**src/rtl/cdb_arbiter_pkg.sv**
```systemverilog
// Shared widths, constants and source encodings for the CDB arbiter.
package cdb_arbiter_pkg;
    localparam int ROB_ID_TYPE_W = 4;
    localparam int DATA_TYPE_W   = 32;

    localparam logic [ROB_ID_TYPE_W-1:0] INVALID_ROB = '0;

    localparam logic TRUE  = 1'b1;
    localparam logic FALSE = 1'b0;

    typedef enum logic {
        SRC_ALU = 1'b0,
        SRC_LSU = 1'b1
    } src_e;
endpackage

```
**src/rtl/cdb_arbiter_result_fifo.sv**
```systemverilog
// Per-source result FIFO: power-of-two depth, naturally wrapping pointers, flush clears.
module result_fifo #(
    parameter int DEPTH = 4,
    parameter int W     = 36
) (
    input  logic                     clk,
    input  logic                     rst,
    input  logic                     flush,
    input  logic                     push,
    input  logic                     pop,
    input  logic [W-1:0]             din,
    output logic [W-1:0]             head,
    output logic [$clog2(DEPTH):0]   count,
    output logic                     full
);
    localparam int PW = $clog2(DEPTH);
    localparam int CW = PW + 1;

    logic [DEPTH-1:0][W-1:0] mem_q, mem_d;
    logic [PW-1:0]           head_ptr_q, head_ptr_d;
    logic [PW-1:0]           tail_ptr_q, tail_ptr_d;
    logic [CW-1:0]           count_q, count_d;

    always_comb begin
        mem_d      = mem_q;
        head_ptr_d = head_ptr_q;
        tail_ptr_d = tail_ptr_q;
        count_d    = count_q;
        if (flush) begin
            head_ptr_d = '0;
            tail_ptr_d = '0;
            count_d    = '0;
        end else begin
            if (push) begin
                mem_d[tail_ptr_q] = din;
                tail_ptr_d        = tail_ptr_q + PW'(1);
            end
            if (pop) head_ptr_d = head_ptr_q + PW'(1);
            case ({push, pop})
                2'b10:   count_d = count_q + CW'(1);
                2'b01:   count_d = count_q - CW'(1);
                default: ;
            endcase
        end
    end

    always_ff @(posedge clk or posedge rst) begin
        if (rst) begin
            mem_q      <= '0;
            head_ptr_q <= '0;
            tail_ptr_q <= '0;
            count_q    <= '0;
        end else begin
            mem_q      <= mem_d;
            head_ptr_q <= head_ptr_d;
            tail_ptr_q <= tail_ptr_d;
            count_q    <= count_d;
        end
    end

    assign head  = mem_q[head_ptr_q];
    assign count = count_q;
    assign full  = (count_q == CW'(DEPTH));
endmodule

```
**src/rtl/cdb_arbiter.sv**
```systemverilog
// Round-robin arbiter sharing the registered CDB between ALU and LSU result FIFOs.
// Define CDB_BYPASS_EN to let a push into an empty FIFO compete for the CDB in the same cycle.
module cdb_arbiter
    import cdb_arbiter_pkg::*;
#(
    parameter int FIFO_DEPTH   = 4,
    parameter int ROB_ID_WIDTH = ROB_ID_TYPE_W,
    parameter int DATA_WIDTH   = DATA_TYPE_W
) (
    input  logic                    clk,
    input  logic                    rst,
    input  logic                    rdy,
    input  logic                    rollback_sign_from_rob,
    input  logic                    valid_sign_from_rs_ex,
    input  logic [ROB_ID_WIDTH-1:0] rob_id_from_rs_ex,
    input  logic [DATA_WIDTH-1:0]   data_from_rs_ex,
    output logic                    ready_to_rs_ex,
    input  logic                    valid_sign_from_ls_ex,
    input  logic [ROB_ID_WIDTH-1:0] rob_id_from_ls_ex,
    input  logic [DATA_WIDTH-1:0]   data_from_ls_ex,
    output logic                    ready_to_ls_ex,
    output logic                    cdb_valid_sign,
    output logic [ROB_ID_WIDTH-1:0] cdb_rob_id,
    output logic [DATA_WIDTH-1:0]   cdb_data,
    output logic                    cdb_src
);
    localparam int EW = ROB_ID_WIDTH + DATA_WIDTH;
    localparam int CW = $clog2(FIFO_DEPTH) + 1;

    logic [1:0][EW-1:0] fifo_in, head, cand_e;
    logic [1:0][CW-1:0] cnt;
    logic [1:0]         valid_in, full, acc, byp, cand, push, pop;
    logic               flush, gnt_vld, gnt_src;

    logic                    cdb_valid_q, cdb_valid_d;
    logic [ROB_ID_WIDTH-1:0] cdb_rob_id_q, cdb_rob_id_d;
    logic [DATA_WIDTH-1:0]   cdb_data_q, cdb_data_d;
    logic                    cdb_src_q, cdb_src_d;
    logic                    last_grant_q, last_grant_d;

    assign valid_in = {valid_sign_from_ls_ex, valid_sign_from_rs_ex};
    assign fifo_in  = {{rob_id_from_ls_ex, data_from_ls_ex},
                       {rob_id_from_rs_ex, data_from_rs_ex}};
    assign flush    = rdy && rollback_sign_from_rob;

    for (genvar s = 0; s < 2; s++) begin : g_src
        // Ready comes from the registered count, so a same-cycle pop never frees a slot.
        assign acc[s] = valid_in[s] && !full[s] && rdy && !rollback_sign_from_rob;
`ifdef CDB_BYPASS_EN
        assign byp[s] = acc[s] && (cnt[s] == '0);
`else
        assign byp[s] = FALSE;
`endif
        assign cand[s]   = (cnt[s] != '0) || byp[s];
        assign cand_e[s] = byp[s] ? fifo_in[s] : head[s];
        assign pop[s]    = gnt_vld && (gnt_src == 1'(s)) && (cnt[s] != '0);
        assign push[s]   = acc[s] && !(byp[s] && gnt_vld && (gnt_src == 1'(s)));

        result_fifo #(
            .DEPTH (FIFO_DEPTH),
            .W     (EW)
        ) u_fifo (
            .clk   (clk),
            .rst   (rst),
            .flush (flush),
            .push  (push[s]),
            .pop   (pop[s]),
            .din   (fifo_in[s]),
            .head  (head[s]),
            .count (cnt[s]),
            .full  (full[s])
        );
    end

    always_comb begin
        gnt_vld = FALSE;
        gnt_src = SRC_ALU;
        if (rdy && !rollback_sign_from_rob) begin
            if (cand[SRC_ALU] && cand[SRC_LSU]) begin
                gnt_vld = TRUE;
                gnt_src = !last_grant_q;
            end else if (cand[SRC_ALU]) begin
                gnt_vld = TRUE;
                gnt_src = SRC_ALU;
            end else if (cand[SRC_LSU]) begin
                gnt_vld = TRUE;
                gnt_src = SRC_LSU;
            end
        end
    end

    always_comb begin
        cdb_valid_d  = cdb_valid_q;
        cdb_rob_id_d = cdb_rob_id_q;
        cdb_data_d   = cdb_data_q;
        cdb_src_d    = cdb_src_q;
        last_grant_d = last_grant_q;
        if (gnt_vld) begin
            cdb_valid_d                = TRUE;
            cdb_src_d                  = gnt_src;
            last_grant_d               = gnt_src;
            {cdb_rob_id_d, cdb_data_d} = cand_e[gnt_src];
        end else if (rdy) begin
            cdb_valid_d = FALSE;
        end
    end

    always_ff @(posedge clk or posedge rst) begin
        if (rst) begin
            cdb_valid_q  <= FALSE;
            cdb_rob_id_q <= ROB_ID_WIDTH'(INVALID_ROB);
            cdb_data_q   <= '0;
            cdb_src_q    <= SRC_ALU;
            last_grant_q <= SRC_LSU;
        end else begin
            cdb_valid_q  <= cdb_valid_d;
            cdb_rob_id_q <= cdb_rob_id_d;
            cdb_data_q   <= cdb_data_d;
            cdb_src_q    <= cdb_src_d;
            last_grant_q <= last_grant_d;
        end
    end

    assign ready_to_rs_ex = !full[SRC_ALU];
    assign ready_to_ls_ex = !full[SRC_LSU];
    assign cdb_valid_sign = cdb_valid_q;
    assign cdb_rob_id     = cdb_rob_id_q;
    assign cdb_data       = cdb_data_q;
    assign cdb_src        = cdb_src_q;
endmodule

```
**config.mk**
```make
export PLATFORM = sky130hd
export DESIGN_NAME = cdb_arbiter
export DESIGN_NICKNAME = d
export VERILOG_FILES = /design/src/rtl/cdb_arbiter_pkg.sv /design/src/rtl/cdb_arbiter_result_fifo.sv /design/src/rtl/cdb_arbiter.sv
export SDC_FILE = /design/constraint.sdc
export NUM_CORES = 1
export LEC_CHECK = 0
export CAP_MARGIN = 15
export CORE_MARGIN = 2
export CORE_UTILIZATION = 50
export DETAILED_ROUTE_END_ITERATION = 10
export PLACE_DENSITY = 0.66
export SETUP_SLACK_MARGIN = 0.1
export SLEW_MARGIN = 20
export SYNTH_ARGS = -nofsm -noshare
export SYNTH_HDL_FRONTEND = slang
export SYNTH_SLANG_ARGS = --single-unit
export TNS_END_PERCENT = 10
```
**constraint.sdc**
```tcl
create_clock -name clk -period 17.65 [get_ports clk]
set_input_delay 4.4125 -clock clk [delete_from_list [all_inputs] [get_ports clk]]
set_output_delay 4.4125 -clock clk [all_outputs]
set_load 0.02 [all_outputs]
```
==> results.md <==
* Outcome: completed
* Sequential area share after synthesis at 53.4%
* Later-pin clock latency in the skew report at 0.52 ns
* Final ANT Viol Nets at 0
* Postcts setup bufs at 0
* Cell Area, Placed at 17100 um^2
* WL/cell at 21.9 um
* Synth Area in XOR/XNOR at 0.165%
* Final instance area at 18300 um^2
* Synth Net Count at 1051
* Mapped Avg Cell Area at 16.6 um^2
* CTS clk-pin slew, worst paths at 0.06 ns
* Num CTS Buffers at 38
* Synth Area in Compound Gates at 2.06%
* MaxCap Viol Count at 0
* Initial antenna violation count at 0
* Die W at 183 um
* Vias per Instance at 5.64
* Peak supply drop at 0.0791 mV
* CTS tree: built
* CTS Hold Buffers Added at 0
* Layout cell share with drive strength beyond 1 at 39.7%
* Largest net degree at the start of global routing at 200
* CTS resizes at 0
* Nets at 1159
* DIE HEIGHT at 183 um
* Detailed Place HPWL at 18.4 mm
* Die ar. at 33400 um^2
* Vias in the first global route at 9160
* # diodes at 0
* Flop pwr share at 42.5%
* DRC Markers at 0
* Tmin final at 6.42 ns
* Adder-cell area share of the yosys netlist at 0.877%
* Crit-path slowest cell: nand2_2
* TritonRoute pass-1 iters at 6
* CP Cell Sequence: clkdlybuf4s50_1, and2b_1, and3_4, nand2_2, mux2_2
* Final WS setup at 11.23 ns
* Hold WC Path Type: register to register
* Post-synth EDFFs at 0
* LEAKAGE at 0.00861 uW
* Power Internal at 2200 uW
* Syn. warnings at 0
* Clock share of power at 25.0%
* Syn Inst Count at 963
* # clock sinks at 341
* P&R area growth vs syn at 14.8%
* Layout Skew at 0.0105 ns
* Max Slew Vio Count at 0
* Port Buffer Count at 117
* Number of buffer and inverter stages on the critical path at 1
* Yosys cell types at 43
* Post-Route WL at 32.7 mm
* CTS root buf: clkbuf_16
* Combinational family with the most area after synthesis: multiplexers
* Required @ worst endpoint at 18.04 ns
* Top_reg_cell synth: dfrtp_1
* NetSw at 884 uW
* Initial DRC count at 324
* Switching part of the total at 28.6%
* Setup CP Type: input pin to register
* All-Layer GR Usage at 20.5%
* CP max FO at 36
* Dpl ws at 10.67 ns
* Worst-Margin Slew at 1.10 ns
* Via Count at 8431
* CTS Buffer Depth at 3
* Cell area after synthesis at 16000 um^2
* Top Ports at 118
* Part of the cycle the worst path needs at 36.4%
* Core Box Area at 31500 um^2
* CP startpoint kind: input pin
* First-pass GRT wire length at 52.9 mm
* Register bit total from synthesis at 341
* Multiplexer share of the synthesized area at 36.1%
* Row count at 65
* Max Clk Rate at 156 MHz
* Delay-heaviest family, CP: simple AND/OR/NAND/NOR gates
* Initial core utilization at 50.7%
* CTS H-tree lvls at 2
* Arrival @ worst endpoint at 6.81 ns
* Crit. End Element: register
* Gp weighted congestion at 0.729
* Setup Viol. Count Final at 0
* Total grt overflow at 0
* PwrDens at 168 nW/um^2
* Simple-gate share of the synthesized area at 3.13%
* Final hold vios at 0
* Post-synth ARST share at 100%
* Rel. slew slack at 27.0%
* Setup TNS at 0 ns
* RSZ-0062 raised after global routing: no
* Combinational power share at 32.5%
* Slowest stage delay, CP at 0.65 ns
==> stage by stage <==
step | instances | power, uW | util [%] | hold slack, ns
global placement | 1431 | 2300 | 54.3 | 0.471
CTS | 1492 | 3120 | 58.1 | 0.492
floorplan | 963 | 2050 | - | 0.459
detailed placement | 1431 | 2330 | 54.3 | 0.478
global route | 1494 | 3260 | 58.3 | 0.504
finish | 1494 | 3090 | 58.3 | 0.487
==> cells in the mapped netlist, types with 10 or more instances <==
library cell / n / area (um^2)
buf_2: 10 / 50.1
nand2_1: 10 / 37.5
inv_1: 10 / 37.5
mux2_4: 132 / 1980
o21ai_0: 10 / 50.1
mux4_2: 72 / 1620
buf_12: 22 / 440
nor2_1: 42 / 158
dfrtp_1: 340 / 8510
mux2_2: 150 / 1690
clkbuf_1: 13 / 48.8
a21oi_1: 39 / 195
mux2i_1: 38 / 380
==> path summary, 6_finish.rpt <==
check	startpoint	to	slack (ns)	cells after the start
setup / recovery	rdy	g_src[1].u_fifo.mem_q[116]	11.23	5
hold / removal	g_src[1].u_fifo.mem_q[98]	g_src[1].u_fifo.mem_q[98]	0.49	1
setup reg to reg	g_src[1].u_fifo.count[0]	g_src[1].u_fifo.mem_q[116]	15.14	4
hold reg to reg	g_src[1].u_fifo.mem_q[98]	g_src[1].u_fifo.mem_q[98]	0.49	1
max in group asynchronous	rst	g_src[0].u_fifo.mem_q[115]	11.98	4
min in group asynchronous	rst	g_src[1].u_fifo.count[1]	4.28	2
==> kinds of logic (layout without fill, tap and decap cells) <==
group                    count (synthesis)  count (layout)
AND/OR/NAND/NOR                         83              83
buffers and inverters                   66             195
multiplexers                           400             400
AO/OA/AOI/OAI                           60              60
flip-flops                             341             341
XOR/XNOR                                 3               3
adder cells (fa/ha/maj)                 10              10
==> cells in the final DEF, fill, tap and decap left out, types with 5 or more instances in the layout <==
| master | synthesis | final |
|---|---|---|
| mux2i_1 | 38 | 38 |
| mux2_1 | 8 | 8 |
| mux2_4 | 132 | 132 |
| nor3_1 | 5 | 5 |
| nor2_1 | 42 | 42 |
| mux4_2 | 72 | 72 |
| inv_1 | 10 | 9 |
| ha_1 | 8 | 8 |
| clkbuf_16 | 0 | 41 |
| mux2_2 | 150 | 150 |
| dfrtp_1 | 340 | 336 |
| nand2_1 | 10 | 10 |
| o21ai_0 | 10 | 10 |
| nand2_8 | 7 | 7 |
| clkbuf_1 | 13 | 9 |
| clkdlybuf4s50_1 | 0 | 117 |
| a21oi_1 | 39 | 38 |
==> state kept, by name, summed over array words and instances (netlist names) <==
signal,flops
cdb_data,32
cdb_rob_id,4
cdb_src,1
cdb_valid_sign,1
g_src.u_fifo.count,6
g_src.u_fifo.head_ptr_q,4
g_src.u_fifo.mem_q,288
g_src.u_fifo.tail_ptr_q,4
last_grant_q,1
==> metal layers <==
| layer | share of wire (%) | up-vias | track usage (%) |
|---|---|---|---|
| li1 | - | 3756 | - |
| met1 | 48 | 4495 | 30.2 |
| met2 | 47 | 141 | 32.5 |
| met3 | 3.5 | 39 | 3.11 |
| met4 | 1.5 | 0 | 4.45 |
| met5 | 0 | - | 0 |
==> area by class of cell <==
cell class,count,area [um^2]
fill,2471,13100
multi-input combinational,556,6770
inverter,10,45.0
tap,402,503
timing repair buffer,124,1280
clock buffer,54,1110
clock inverter,7,91.3
sequential,341,8540
==> power groups by stage <==
stage / Clock, uW / Combinational, uW / Sequential (uW)
6_report: 772 / 1000 / 1310
5_1_grt: 826 / 1080 / 1360
4_1_cts: 792 / 1010 / 1310
3_5_place_dp: 0 / 1010 / 1320
3_3_place_gp: 0 / 991 / 1310
2_1_floorplan: 0 / 763 / 1280
No activity file was read; power rests on OpenSTA's default activity.
